**config.mk**
```make
export PLATFORM = sky130hd
export DESIGN_NAME = tinyalu_responder
export DESIGN_NICKNAME = d
export VERILOG_FILES = /design/src/rtl/tinyalu_responder.sv
export SDC_FILE = /design/constraint.sdc
export NUM_CORES = 1
export LEC_CHECK = 0
export BUFFER_PORTS_ARGS = -buffer_cell sky130_fd_sc_hd__buf_4
export CORE_UTILIZATION = 66
export CTS_BUF_LIST = sky130_fd_sc_hd__clkbuf_8 sky130_fd_sc_hd__clkbuf_16
export CTS_CLUSTER_DIAMETER = 80
export CTS_CLUSTER_SIZE = 8
export DETAILED_ROUTE_END_ITERATION = 12
export GPL_TIMING_DRIVEN = 0
export PLACE_DENSITY = 0.87
export SYNTH_ARGS = -nofsm -noshare
export SYNTH_HDL_FRONTEND = slang
export SYNTH_SLANG_ARGS = --single-unit
```
**constraint.sdc**
```tcl
create_clock -name clk -period 13.2 [get_ports clk]
set_clock_uncertainty 0.1 [all_clocks]
set_input_delay 2.64 -clock clk [delete_from_list [all_inputs] [get_ports clk]]
set_output_delay 2.64 -clock clk [all_outputs]
set_load 0.01 [all_outputs]
```
**src/rtl/tinyalu_responder.sv**
```systemverilog
// TinyALU responder: start/done handshake ALU with IDLE/EXEC/DONE control.
// Define TINYALU_ITER_MUL_EN for an 8-step shift-add multiplier; default is a 2-stage registered multiply.
module tinyalu_responder (
   input  logic        clk,
   input  logic        reset,
   input  logic [7:0]  A,
   input  logic [7:0]  B,
   input  logic [2:0]  op,
   input  logic        start,
   output logic        done,
   output logic        busy,
   output logic [15:0] result
);

   typedef enum logic [1:0] {IDLE, EXEC, DONE} state_t;
   typedef enum logic [2:0] {
      OP_NOP = 3'b000, OP_ADD = 3'b001, OP_AND = 3'b010,
      OP_XOR = 3'b011, OP_MUL = 3'b100, OP_CLR = 3'b111
   } op_t;

   state_t      state;
   logic [7:0]  a_q, b_q;
   logic [15:0] prod;
   logic [15:0] alu_out;

`ifdef TINYALU_ITER_MUL_EN
   logic [3:0]  cnt;
   logic [15:0] acc_next;

   // One partial product per EXEC cycle, LSB of B first.
   always_comb begin
      acc_next = prod;
      if (b_q[cnt[2:0]])
         acc_next = prod + ({8'h00, a_q} << cnt[2:0]);
   end
`else
   logic        stage;
`endif

   always_comb begin
      alu_out = '0;
      case (op)
         OP_ADD:  alu_out = {7'b0, {1'b0, A} + {1'b0, B}};
         OP_AND:  alu_out = {8'h00, A & B};
         OP_XOR:  alu_out = {8'h00, A ^ B};
         default: alu_out = '0;
      endcase
   end

   always_ff @(posedge clk) begin
      if (reset) begin
         state  <= IDLE;
         done   <= 1'b0;
         busy   <= 1'b0;
         result <= '0;
         a_q    <= '0;
         b_q    <= '0;
         prod   <= '0;
`ifdef TINYALU_ITER_MUL_EN
         cnt    <= '0;
`else
         stage  <= 1'b0;
`endif
      end else begin
         case (state)
            IDLE: begin
               done <= 1'b0;
               if (start) begin
                  case (op)
                     OP_ADD, OP_AND, OP_XOR: begin
                        result <= alu_out;
                        state  <= DONE;
                        done   <= 1'b1;
                        busy   <= 1'b1;
                     end
                     OP_MUL: begin
                        a_q   <= A;
                        b_q   <= B;
                        prod  <= '0;
`ifdef TINYALU_ITER_MUL_EN
                        cnt   <= '0;
`else
                        stage <= 1'b0;
`endif
                        state <= EXEC;
                        busy  <= 1'b1;
                     end
                     OP_CLR:  result <= '0;
                     default: ;
                  endcase
               end
            end
            EXEC: begin
`ifdef TINYALU_ITER_MUL_EN
               prod <= acc_next;
               if (cnt == 4'd7) begin
                  result <= acc_next;
                  state  <= DONE;
                  done   <= 1'b1;
               end else begin
                  cnt <= cnt + 4'd1;
               end
`else
               if (!stage) begin
                  prod  <= 16'(a_q) * 16'(b_q);
                  stage <= 1'b1;
               end else begin
                  result <= prod;
                  state  <= DONE;
                  done   <= 1'b1;
               end
`endif
            end
            DONE: begin
               done  <= 1'b0;
               busy  <= 1'b0;
               state <= IDLE;
            end
            default: state <= IDLE;
         endcase
      end
   end

endmodule
```
Word level (Yosys, flattened, before mapping)
Cells that the tools add are included.
{"block": "word_totals", "out_inout_bits": 18, "n_memories": 0, "inputBits": 22, "latch_bits": 0, "rom_bits": 0, "wordCells": 62, "ramBits": 0, "ff_bits": 53}
{"block": "op_classes", "n_shift": 0, "n_eq_ne": 14, "muxes": 23, "mul": 1, "addsub": 1, "bitwise": 2, "n_reduce_logical": 13, "n_div": 0, "order_cmp": 0}
{"operator": "16-bit one-hot mux with 2 select lines", "n": 3}
{"operator": "16-bit 2-to-1 mux", "n": 5}
{"operator": "9-bit one-hot mux with 3 select lines", "n": 1}
{"operator": "8-bit by 8-bit multiplier with 16-bit output", "n": 1}
{"operator": "3-bit AND reduction", "n": 4}
{"operator": "8-bit by 8-bit adder with 9-bit output", "n": 1}
{"operator": "8-bit AND", "n": 1}
{"operator": "2-bit inequality test, second input constant", "n": 4}
{"operator": "2-bit one-hot mux with 2 select lines", "n": 2}
{"operator": "4-bit AND reduction", "n": 2}
{"operator": "8-bit bitwise XOR", "n": 1}
{"operator": "1-bit 2-to-1 mux", "n": 7}
{"operator": "3-bit by 2-bit == test with 1-bit output, second input constant", "n": 2}
{"operator": "3-bit == test, second input constant", "n": 2}
{"operator": "3-bit by 1-bit inequality test with 1-bit output, second input constant", "n": 2}
{"operator": "2-bit 2-to-1 mux", "n": 2}
{"operator": "1-bit one-hot mux with 2 select lines", "n": 2}
{"operator": "2-bit nonzero test", "n": 2}
{"operator": "4-bit OR reduction", "n": 1}
{"operator": "3-bit by 1-bit == test with 1-bit output, second input constant", "n": 1}
{"operator": "1-bit one-hot mux with 3 select lines", "n": 1}
{"operator": "3-bit nonzero test", "n": 1}
{"operator": "3-bit OR reduction", "n": 1}
{"operator": "2-bit by 1-bit == test with 1-bit output, second input constant", "n": 1}
{"operator": "other kinds (4)", "n": 4}

Depth between registers and ports, before layout
{"block": "depth", "ltp_word": 5, "mapped_depth": 16, "mapped_depth_nobuf": 16}

Worst setup path after synthesis
OpenSTA, ideal clock, no wires.
{"block": "synth_timing", "path_kind": "register to register", "from": "register b_q[7]", "to": "register prod[15]", "slack_ns": 8.602, "setup_time_ns": 0.117, "path_stages_with_launch": 16, "synth_period_minus_slack_ns": 4.598, "required_ns": 12.983, "arrival_time_ns": 4.381, "cell_sequence": "dfxtp_1 > clkbuf_1 > and2_1 > fa_1 > fa_1 > fa_1 > inv_1 > fa_1 > inv_1 > ha_1 > and3_1 > nor3b_1 > o2111a_1 > o21a_1 > or3_1 > a32o_1"}
{"block": "synth_between", "elab_chain_len": 3}
{"item": "start, declared", "line": "22", "source": "logic [7:0] a_q, b_q;"}
{"item": "start signal, assigned", "line": "57", "source": "b_q <= '0;"}
{"item": "start signal, assigned", "line": "78", "source": "b_q <= B;"}
{"item": "8-bit by 8-bit multiplier with 16-bit output", "line": "105", "source": "prod <= 16'(a_q) * 16'(b_q);"}
{"item": "16-bit 2-to-1 mux", "line": "104", "source": "if (!stage) begin"}
{"item": "16-bit one-hot mux with 2 select lines", "line": "65", "source": "case (state)"}
{"item": "end signal, assigned", "line": "105"}
{"item": "end, declared", "line": "23", "source": "logic [15:0] prod;"}
No other way between the ends. The select of a mux whose other input is x is not followed.
A chain may end at the register's enable or synchronous reset.

Worst setup path in the final report
Same ends and word-level chain as after synthesis.

==> reports/qor.yml <==
io_pins: 40
worstSkewPairLatency_ns: 0.31
grt.total_usage: 0.340
synth_edf_count: 0
nets: 700
outcome: "finished, final reports clean"
mappedNetlistNets: 654
syn_avg_cell_area_um2: 8.48
cts_resized: 0
htree_levels: 2
grt_pass1_vias: 4067
ys_async_sr_fraction: 0
worst-path-buf-inv: 3
wl_per_cell_um: 17.2
crit_arrival_ns: 5.10
cts_buffer_depth: 2
r2r_slack_ns: 8.21
core_area_um2: 6790
synthDistinctLibCells: 52
clock_sink_count: 53
finalPower_mw: 0.339
start_kind: "register"
drtIter0Drc: 252
root_buffer: "clkbuf_8"
p_leak_nw: 2.41
viasPerCell: 5.88
min_period_over_period: 0.378
seq_area_frac_synth: 0.229
detail-route-antenna-nets: 0
drv_slew: 0
gp_congestion: 0.893
initial_utilization: 0.683
diodes: 0
min_path_type: "register to register"
endpoint_kind: "register"
worst_path_dominant_cell_family: "adder cells"
cts_tree: "yes"
holdBufCountCts: 0
portBuffers: 39
fin_crit_ns: 4.99
clk_pin_slew_ns: 0.09
cpPeakStageDelay_ns: 0.59
post-dp-hpwl_um: 9380
critical_path.slowest_cell: "fa_1"
wl_um: 11800
die_h_um: 85.8
route.detailed.drc: 0
placementRows: 30
rsz0062_at_grt: "false"
first_pass_iters: 4
hold_end: "result[10]"
syn-cell-area_um2: 4640
grt_pass1_wl_um: 19500
crit_fanout: 9
cp.required_ns: 13.31
postCtsSetupBuffers: 0
hold_violations: 0
synth-seq-cells: 53
p_per_area_nw_per_um2: 65.9
drive_gt1_frac: 0.108
worst_path_most_repeated_cell: "fa_1"
dieArea_um2: 7370
hold_depth: 2
r2r-end: "prod[15]"
final.setup.tns_ns: 0
grt_antenna_before_repair: 0
fmax_mhz: 200
setup_violations: 0
maxCapViolCount: 0
overflow: 0
r2r-start: "b_q[7]"
synth_warnings: 0
synthFlopType: "dfxtp_1"
worst_hold_slack_ns: 0.368
crit_type: "register to register"
ir_drop_uv: 65.0
worstRegToRegCells: 15
via_count: 4049
die_x_um: 85.8
cts_made_buffers: 5
syn_inst: 547
slew-limit-headroom: 0.542
grt_max_degree: 16
min_from: "result[10]"
syn2layout_area_growth_pct: 10.8
worst_pin_slew_ns: 0.687
path_cells: "clkbuf_1 -> and2_1 -> fa_1 -> fa_1 -> fa_1 -> inv_1 -> fa_1 -> inv_1 -> ha_1 -> and3_1 -> nor3b_1 -> o2111a_1 -> o21a_1 -> or3_1 -> a32o_1"
-- where the power goes --
| group | switching [mW] | internal [mW] |
|---|---|---|
| logic | 0.0419 | 0.0308 |
| registers | 0.00531 | 0.165 |
| clock network | 0.0537 | 0.0416 |
| total | 0.101 | 0.238 |
-- final cells by class --
cell class,count,area (um2)
repair buffers,39,293
clock buffers,6,82.6
well taps,96,120
multi-input cells,418,3260
plain buffers,23,115
inverters,53,199
clock inverters,1,7.51
flip-flops and latches,53,1060
fillers,531,1650
-- registers in the layout (all words and copies together) (netlist names) --
signal / count
b_q: 8
a_q: 8
busy: 1
state: 2
prod: 16
result: 16
done: 1
stage: 1
-- worst reg2reg max path: stages, from the launching register on --
cell and delay [ns]:
dfxtp_1 0.32, clkbuf_1 0.31, and2_1 0.23, fa_1 0.44
fa_1 0.53, fa_1 0.59, inv_1 0.08, fa_1 0.54
inv_1 0.04, ha_1 0.37, and3_1 0.23, nor3b_1 0.16
o2111a_1 0.24, o21a_1 0.17, or3_1 0.31, a32o_1 0.26
-- per-layer routing --
layer,up-vias,track usage,routed length (um)
li1,1931,-,-
met1,1983,0.456,5490
met2,119,0.579,5700
met3,16,0.0520,511
met4,0,0.0864,133
met5,-,0,0
-- per-stage QoR --
stage               area [um2]  worst slack (ns)   util  cells
floorplan                 4640              8.60      -    547
global route              5140              8.00  0.757    689
detailed placement        5050              8.25  0.744    682
global placement          5050              8.33  0.744    682
CTS                       5140              8.21  0.757    689
finish                    5140              8.21  0.757    689
-- Yosys cell counts (4+ instances only) --
library cell / count / share of area
a22o_1: 9 / 0.017
and2_1: 53 / 0.071
a221oi_1: 5 / 0.0094
o21ai_0: 14 / 0.015
nor2b_1: 5 / 0.0067
dfxtp_1: 53 / 0.23
nand2_1: 73 / 0.059
nor3_1: 9 / 0.0097
inv_1: 53 / 0.043
mux2i_1: 4 / 0.0086
ha_1: 48 / 0.13
nor2_1: 30 / 0.024
nand2b_1: 5 / 0.0067
nor3b_1: 4 / 0.0065
fa_1: 37 / 0.16
clkbuf_1: 11 / 0.0089
mux2_2: 5 / 0.012
a21oi_1: 45 / 0.049
buf_2: 5 / 0.0054
nand3_1: 11 / 0.012
a22oi_1: 7 / 0.011
xnor2_1: 9 / 0.017
-- kinds of logic after synthesis --
kind of cell,share of synthesized area
and+or+nand+nor,0.217
AOI/OAI and AO/OA,0.154
adders and majority gates,0.289
buffers and inverters,0.0677
DFF,0.229
xor gates and xnor gates,0.0227
muxes,0.0208
-- layout by cell type (no fill, tap or decap), types with 4 or more instances in the layout --
master and count:
and2_1 53, nand2_1 73, buf_4 41, fa_1 37
mux2i_1 4, nor2_1 30, nor3_1 9, nand3_1 11
clkbuf_8 6, a21oi_1 45, a221oi_1 5, nor2b_1 5
dfxtp_1 53, a22o_1 9, ha_1 48, xnor2_1 9
nand2b_1 5, o21ai_0 14, clkbuf_1 11, nor3b_1 4
buf_2 5, mux2_2 5, a22oi_1 7, inv_1 53
-- worst max-delay path by stage --
stage,from,to,cells after the start
after floorplan,b_q[7],prod[15],15
after global placement,b_q[7],prod[15],15
after detailed placement,b_q[7],prod[15],15
after CTS,b_q[7],prod[15],15
after global routing,b_q[7],prod[15],15
final,b_q[7],prod[15],15
Note: power is estimated with default switching activity, not from simulation.
